`src/rtl/scv_pkg.sv`:
```
// Shared types and widths for the cartridge-slot bus master.
//   bus_state_t : external bus cycle phases (IDLE, T1, T2, TW, T3)
//   *_W         : address, data, wait-count and bank-select widths
package scv_pkg;

  localparam int unsigned ADDR_W = 15;
  localparam int unsigned DATA_W = 8;
  localparam int unsigned WAIT_W = 2;
  localparam int unsigned PC_W   = 2;

  typedef enum logic [2:0] {
    IDLE,
    T1,
    T2,
    TW,
    T3
  } bus_state_t;

endpackage

```
`src/rtl/cart_bus_master.sv`:
```
// Cartridge-slot bus initiator: turns one CPU request into a T1/T2/TW*/T3
// bus cycle paced by CE, and sequences the PC[6:5] bank-select bits so they
// only change while the bus is idle.
// Ports:
//   CLK, RESB                 clock, async active-low reset
//   CE                        T-state enable
//   WAIT_N                    wait states, sampled on entry to T2
//   REQ/REQ_WR/REQ_A/REQ_D    CPU request; ACK/RD_DATA completion and read data
//   PC_WR/PC_D                bank-select write strobe and value; PC output
//   A/DB_O/DB_OE/DB_I         slot address, data out/enable, data in
//   RDB/WRB/CSB               active-low read, write and chip-select strobes
module cart_bus_master
  import scv_pkg::*;
(
  input  logic              CLK,
  input  logic              RESB,
  input  logic              CE,
  input  logic [WAIT_W-1:0] WAIT_N,
  input  logic              REQ,
  input  logic              REQ_WR,
  input  logic [ADDR_W-1:0] REQ_A,
  input  logic [DATA_W-1:0] REQ_D,
  output logic              ACK,
  output logic [DATA_W-1:0] RD_DATA,
  input  logic              PC_WR,
  input  logic [PC_W-1:0]   PC_D,
  output logic [ADDR_W-1:0] A,
  output logic [DATA_W-1:0] DB_O,
  output logic              DB_OE,
  input  logic [DATA_W-1:0] DB_I,
  output logic              RDB,
  output logic              WRB,
  output logic              CSB,
  output logic [6:5]        PC
);

  bus_state_t        state_q, state_d;
  logic [WAIT_W-1:0] cnt_q, cnt_d;
  logic              wr_q, wr_d;
  logic [ADDR_W-1:0] a_q, a_d;
  logic [DATA_W-1:0] dout_q, dout_d;
  logic              oe_q, oe_d;
  logic              rdb_q, rdb_d;
  logic              wrb_q, wrb_d;
  logic              csb_q, csb_d;
  logic [DATA_W-1:0] rdata_q, rdata_d;
  logic              t3_hit_q, t3_hit_d;
  logic              ack_q, ack_d;
  logic [PC_W-1:0]   pc_q, pc_d;
  logic [PC_W-1:0]   pend_q, pend_d;
  logic              pend_v_q, pend_v_d;

  // Next-state and registered-output logic
  always_comb begin
    state_d  = state_q;
    cnt_d    = cnt_q;
    wr_d     = wr_q;
    a_d      = a_q;
    dout_d   = dout_q;
    oe_d     = oe_q;
    rdb_d    = rdb_q;
    wrb_d    = wrb_q;
    csb_d    = csb_q;
    rdata_d  = rdata_q;
    t3_hit_d = 1'b0;
    ack_d    = t3_hit_q;
    pc_d     = pc_q;
    pend_d   = pend_q;
    pend_v_d = pend_v_q;

    if (CE) begin
      case (state_q)
        IDLE: begin
          if (REQ) begin
            state_d = T1;
            wr_d    = REQ_WR;
            a_d     = REQ_A;
            csb_d   = 1'b0;
            oe_d    = REQ_WR;
            if (REQ_WR) dout_d = REQ_D;
          end
        end
        T1: begin
          state_d = T2;
          cnt_d   = WAIT_N;
          rdb_d   = wr_q;
          wrb_d   = ~wr_q;
        end
        T2, TW: begin
          if (cnt_q == 2'd0) begin
            state_d  = T3;
            rdb_d    = 1'b1;
            wrb_d    = 1'b1;
            t3_hit_d = 1'b1;
            // RDB is still low at this edge, so DB_I is valid here
            if (!wr_q) rdata_d = DB_I;
          end else begin
            state_d = TW;
            cnt_d   = cnt_q - 2'd1;
          end
        end
        T3: begin
          state_d = IDLE;
          csb_d   = 1'b1;
          oe_d    = 1'b0;
        end
        default: begin
          state_d = IDLE;
          csb_d   = 1'b1;
          rdb_d   = 1'b1;
          wrb_d   = 1'b1;
          oe_d    = 1'b0;
        end
      endcase
    end

    // Bank select: direct update only while idle and not starting a cycle;
    // otherwise park the value and apply it on the edge back into IDLE
    if (CE && (state_q == T3)) begin
      pend_v_d = 1'b0;
      if (PC_WR)         pc_d = PC_D;
      else if (pend_v_q) pc_d = pend_q;
    end else if (PC_WR) begin
      if ((state_q == IDLE) && !(CE && REQ)) begin
        pc_d = PC_D;
      end else begin
        pend_d   = PC_D;
        pend_v_d = 1'b1;
      end
    end
  end

  // State and output registers
  always_ff @(posedge CLK or negedge RESB) begin
    if (!RESB) begin
      state_q  <= IDLE;
      cnt_q    <= '0;
      wr_q     <= 1'b0;
      a_q      <= '0;
      dout_q   <= '0;
      oe_q     <= 1'b0;
      rdb_q    <= 1'b1;
      wrb_q    <= 1'b1;
      csb_q    <= 1'b1;
      rdata_q  <= '0;
      t3_hit_q <= 1'b0;
      ack_q    <= 1'b0;
      pc_q     <= '0;
      pend_q   <= '0;
      pend_v_q <= 1'b0;
    end else begin
      state_q  <= state_d;
      cnt_q    <= cnt_d;
      wr_q     <= wr_d;
      a_q      <= a_d;
      dout_q   <= dout_d;
      oe_q     <= oe_d;
      rdb_q    <= rdb_d;
      wrb_q    <= wrb_d;
      csb_q    <= csb_d;
      rdata_q  <= rdata_d;
      t3_hit_q <= t3_hit_d;
      ack_q    <= ack_d;
      pc_q     <= pc_d;
      pend_q   <= pend_d;
      pend_v_q <= pend_v_d;
    end
  end

  assign A       = a_q;
  assign DB_O    = dout_q;
  assign DB_OE   = oe_q;
  assign RDB     = rdb_q;
  assign WRB     = wrb_q;
  assign CSB     = csb_q;
  assign ACK     = ack_q;
  assign RD_DATA = rdata_q;
  assign PC      = pc_q;

endmodule

```
`config.mk`:
```
export PLATFORM = sky130hd
export DESIGN_NAME = cart_bus_master
export DESIGN_NICKNAME = d
export VERILOG_FILES = /design/src/rtl/scv_pkg.sv /design/src/rtl/cart_bus_master.sv
export SDC_FILE = /design/constraint.sdc
export NUM_CORES = 1
export LEC_CHECK = 0
export ABC_AREA = 1
export BUFFER_PORTS_ARGS = -buffer_cell sky130_fd_sc_hd__clkbuf_2
export CORE_MARGIN = 10
export CORE_UTILIZATION = 32
export DETAILED_ROUTE_END_ITERATION = 10
export PLACE_DENSITY = 0.6
export SETUP_SLACK_MARGIN = 0.05
export SLEW_MARGIN = 10
export SYNTH_ARGS = -nofsm -noshare
export SYNTH_HDL_FRONTEND = slang
export SYNTH_SLANG_ARGS = --single-unit
```
`constraint.sdc`:
```
create_clock -name CLK -period 1.8 [get_ports CLK]
set_input_delay 0.09 -clock CLK [delete_from_list [all_inputs] [get_ports CLK]]
set_output_delay 0.09 -clock CLK [all_outputs]
set_load 0.01 [all_outputs]
```
After elaboration in Yosys (flattened, before gate mapping)
Index checks and enable logic that the tools add are counted.
{"block": "op_classes", "n_addsub": 1, "eq_ne": 8, "muxes": 23, "bitwise_logic": 5, "n_reduce_logical": 23}
{"operator": "AND reduction 3 bit", "count": 6}
{"operator": "two-way mux 2 bit", "count": 6}
{"operator": "two-way mux 1 bit", "count": 9}
{"operator": "one-hot mux 3 bit (3 select lines)", "count": 1}
{"operator": "!= test 2 bit, second input constant", "count": 4}
{"operator": "AND reduction 4 bit", "count": 2}
{"operator": "nonzero test 2 bit", "count": 4}
{"operator": "== test 3 x 2 -> 1 bit, second input constant", "count": 2}
{"operator": "two-way mux 3 bit", "count": 2}
{"operator": "one-hot mux 1 bit (3 select lines)", "count": 2}
{"operator": "inverter 1 bit", "count": 5}
{"operator": "one-hot mux 1 bit (2 select lines)", "count": 2}
{"operator": "one-hot mux 2 bit (2 select lines)", "count": 1}
{"operator": "AND reduction 2 bit", "count": 2}
{"operator": "OR reduction 2 bit", "count": 2}
{"operator": "== test 3 x 1 -> 1 bit, second input constant", "count": 1}
{"operator": "== test 3 bit, second input constant", "count": 1}
{"operator": "logical AND 1 bit", "count": 3}
{"operator": "logical NOT 3 bit", "count": 1}
{"operator": "OR reduction 3 bit", "count": 1}
{"operator": "logical NOT 2 bit", "count": 1}
{"operator": "subtractor 2 x 1 -> 2 bit, second input constant", "count": 1}
{"operator": "logical NOT 1 bit", "count": 1}
{"block": "word_totals", "reg_bits": 48, "input_bits": 41, "output_inout_bits": 38}

Longest topological paths before layout
{"block": "logic_depth", "depth_word": 6, "depth_mapped": 8}

Worst setup path before layout
OpenSTA, ideal clock, no wires.
{"block": "synth_timing", "path_type": "register to register", "startpoint": "reg state_q[1]", "endpoint": "reg a_q[10] (netlist: A[10])", "setup_time_ps": 117, "arrival_time_ps": 1109, "t_required_ps": 1683, "slack_ps": 574, "path_stages_with_launch": 8, "n_path_buf": 1, "synth_period_minus_slack_ps": 1226, "path_cell_list": "dfrtp_1 nor2_2 nand2_2 nor2_8 inv_4 buf_6 nand2_1 nand2_1"}
{"block": "synth_between", "elab_chain_cells": 2}
{"element": "start: declaration", "line_no": "cart_bus_master.sv:37", "rtl": "bus_state_t state_q, state_d;"}
{"element": "start signal: assignment", "line_no": "cart_bus_master.sv:152", "rtl": "state_q <= state_d;"}
{"element": "logical NOT 3 bit", "line_no": "cart_bus_master.sv:72", "rtl": "case (state_q)"}
{"element": "AND reduction 3 bit (no source line)"}
{"element": "end signal: assignment", "line_no": "cart_bus_master.sv:139", "rtl": "a_q <= '0;"}
{"element": "end signal: assignment", "line_no": "cart_bus_master.sv:155", "rtl": "a_q <= a_d;"}
{"element": "end: declaration", "line_no": "cart_bus_master.sv:40", "rtl": "logic [ADDR_W-1:0] a_q, a_d;"}
Every way passes these cells.
A chain may end at the register's enable or synchronous reset.

Worst setup path after layout
{"block": "layout_timing", "startpoint": "reg cnt_q[0]", "endpoint": "reg rdata_q[2] (netlist: RD_DATA[2])"}
{"block": "layout_between", "elab_chain_cells": 2}
{"element": "start: declaration", "line_no": "cart_bus_master.sv:38", "rtl": "logic [WAIT_W-1:0] cnt_q, cnt_d;"}
{"element": "start signal: assignment", "line_no": "cart_bus_master.sv:153", "rtl": "cnt_q <= cnt_d;"}
{"element": "logical NOT 2 bit", "line_no": "cart_bus_master.sv:90", "rtl": "if (cnt_q == 2'd0) begin"}
{"element": "AND reduction 4 bit (no source line)"}
{"element": "end signal: assignment", "line_no": "cart_bus_master.sv:161", "rtl": "rdata_q <= rdata_d;"}
{"element": "end: declaration", "line_no": "cart_bus_master.sv:46", "rtl": "logic [DATA_W-1:0] rdata_q, rdata_d;"}
Every way passes these cells.

==> impl_metrics.csv <==
group,metric,value,unit
setup_path,slowest_stage,"dfrtp_1",
setup_path,cp_data_arrival_time,1.73,ns
drt,via_per_inst,4.29,
job,drv_cap,0,
final_layout,final_cells,421,
synth,yosys.area_share.adder,0.00613,
drt,ant_nets,0,
setup_path,crit_buf_inv,2,
sta,tightest_slew,0.424,ns
clocking,clockRootBuffer,"clkbuf_8",
setup_path,critPathMaxFanout,11,
clocking,clock_sinks,48,
clocking,htreeDepth,2,
synth,synth_top_family_by_area,"simple AND/OR/NAND/NOR gates",
floorplan,die-area,9980,um2
floorplan,start_util,0.325,
synth,synth_cells,241,
drt,drt_pass1_iterations,4,
final_layout,final_cell_mix,"nand2_1, clkbuf_2, dfrtp_1, dlygate4sd3_1, nand3_1",
synth,yosysWarnings,0,
setup_path,worstSetupPathType,"reg2reg",
synth,synth-simple-area-share,0.305,
floorplan,core,6280,um2
drt,drt_iter0_markers,72,
sta,finalCriticalPeriod,1.49,ns
global_routing,grt_pass1_wl,9320,um
final_layout,nFillCells,628,
drt,avgRoutedWirePerCell,13.0,um
sta,min_period_over_period,0.830,
final_layout,final_nets,385,
global_routing,busiest_layer,"met2",
clocking,clk-insertion-delay-late,0.29,ns
placed_design,gp_congestion,0.737,
sta,rsz0062_at_grt,"no",
setup_path,max_stage_delay,0.40,ns
global_routing,track_usage,0.112,
final_layout,final_common_cell,"nand2_1",
setup_path,path_cells,"inv_1 > ha_1 > inv_1 > nor2_1 > nand2_1 > nor2_4 > nand2_1 > nand2_1",
synth,ys_types,18,
global_routing,grt_max_degree,42,
synth,post_synth.cell_area_avg,8.47,um2
clocking,clk_pin_slew,0.09,ns
sta,slew_viol_final,0,
floorplan,rows,29,
pwr,peakVddDrop,0.000493,V
synth,synthesis.area,2040,um2
global_routing,antenna_found_initial,0,
setup_path,crit_family,"simple AND/OR/NAND/NOR gates",
drt,via_count,1808,
setup_path,required,2.04,ns
final_layout,drive_gt1_frac,0.288,
global_routing,grt-ovfl-total,0,
placed_design,place_hpwl,4210,um
synth,synth.net_count,283,
placed_design,portBuffers,78,
sta,fin_skew,0.00486,ns
synth,synthMuxAreaShare,0,
clocking,cts_buffers,5,
sta,whs,0.00643,ns
placed_design,dp_cells,392,
status,outcome,"complete, no violations",
clocking,cts_tree,"built",
drt,drc_errors,0,
setup_path,cp-end-kind,"flop",
floorplan,die_y,99.9,um
worst_hold_path,worst_hold_path_type,"in2reg",
sta,finalSetupViolCount,0,
floorplan,num_io_pins,79,
sta,finalHoldViolations,0,
global_routing,grt_pass1_vias,1932,
floorplan,die_w,99.9,um
final_layout,diodes,0,
clocking,clock_path_buffers,2,
synth,synth-compound-area-share,0.0490,
synth,ys_ff_latch,48,
final_layout,area_delta_synth_final,38.1,%
setup_path,cpMostUsedCell,"nand2_1",
sta,fin_ws,0.307,ns
sta,fin_tns_setup,0,ns
synth,synth_xor_area_frac,0,
sta,max_freq,670,MHz
global_routing,grtUsageMet2,0.191,
setup_path,cp-start-kind,"flop",
sta,relSlewSlack,0.717,
drt,drt_wl_total,5460,um
pwr,p_leak,1.61,nW
placed_design,pre_cts_slack,0.191,ns
pwr,powerDensity,1500,nW/um2
synth,ys_seq_area_frac,0.590,
global_routing,grt_util_met1,0.132,
global_routing,grt_util_met3,0.0343,
tightest hold or removal path: cells and delay by family:
family / cells / cell delay [ns]
AND/OR/NAND/NOR: 2 / 0.10
buffers and inverters: 1 / 0.07
sequential cells by signal (all words and copies together) (netlist names):
| register | count |
|---|---|
| RDB | 1 |
| RD_DATA | 8 |
| DB_OE | 1 |
| DB_O | 8 |
| state_q | 3 |
| WRB | 1 |
| ACK | 1 |
| PC | 2 |
| wr_q | 1 |
| pend_q | 2 |
| A | 15 |
| ack_d | 1 |
| CSB | 1 |
| pend_v_q | 1 |
| cnt_q | 2 |
routing by layer:
layer  share of wire  wire length, um
met5               0                0
met4           0.012               64
met2            0.51             2800
met1            0.43             2320
met3           0.050              271
final timing paths:
| path | from | endpoint | slack [ns] | cells past startpoint |
|---|---|---|---|---|
| min in group asynchronous | RESB | A[6] | 0.18 | 2 |
| hold reg to reg | ack_d | ACK | 0.36 | 0 |
| hold / removal | REQ_A[8] | A[8] | 0.006 | 3 |
| setup reg to reg | cnt_q[0] | RD_DATA[2] | 0.31 | 8 |
| setup / recovery | cnt_q[0] | RD_DATA[2] | 0.31 | 8 |
| max in group asynchronous | RESB | RDB | 1.08 | 3 |
report_power, final:
group,leakage (nW),switching (mW),total (mW),internal [mW]
registers,0.596,0.315,1.90,1.59
logic,0.972,1.02,1.66,0.643
clock network,0.0445,0.344,0.657,0.312
total,1.61,1.68,4.22,2.54
per-stage QoR:
stage | area, um2 | util | total power [mW]
floorplan | 2040 | - | 2.86
global placement | 2510 | 0.400 | 3.53
detailed placement | 2510 | 0.400 | 3.60
CTS | 2810 | 0.448 | 4.32
global route | 2820 | 0.449 | 4.63
finish | 2820 | 0.449 | 4.22
area by class of cell:
cell class / count / area (um2) / share of cell area
clock buffer: 7 / 86.3 / 0.0306
inverter: 14 / 55.1 / 0.0195
timing repair buffer: 101 / 628 / 0.223
clock inverter: 1 / 7.51 / 0.00266
sequential: 48 / 1200 / 0.427
tap: 77 / 96.3 / 0.0342
multi-input combinational: 173 / 741 / 0.263
what timing repair did:
action,CTS,global route
setup endpoints to repair,0,2
buffers inserted,0,0
resized for setup,0,1
endpoints found under the hold margin,66,0
hold buffers,21,0
kinds of logic after synthesis:
group	count (synthesis)
AOI/OAI and AO/OA	20
and+or+nand+nor	152
DFF	48
buffers and inverters	20
adders and majority gates	1
Yosys cell counts, drive strengths merged:
master	instances	area, um2
o21ai	19	95.1
dfstp	3	78.8
nand2	126	483
buf	4	38.8
a21oi	1	5.00
clkbuf	2	7.51
nor2	9	55.1
inv	14	55.1
nand3	17	85.1
ha	1	12.5
dfrtp	45	1130
Power figures use the tool's default switching activity.
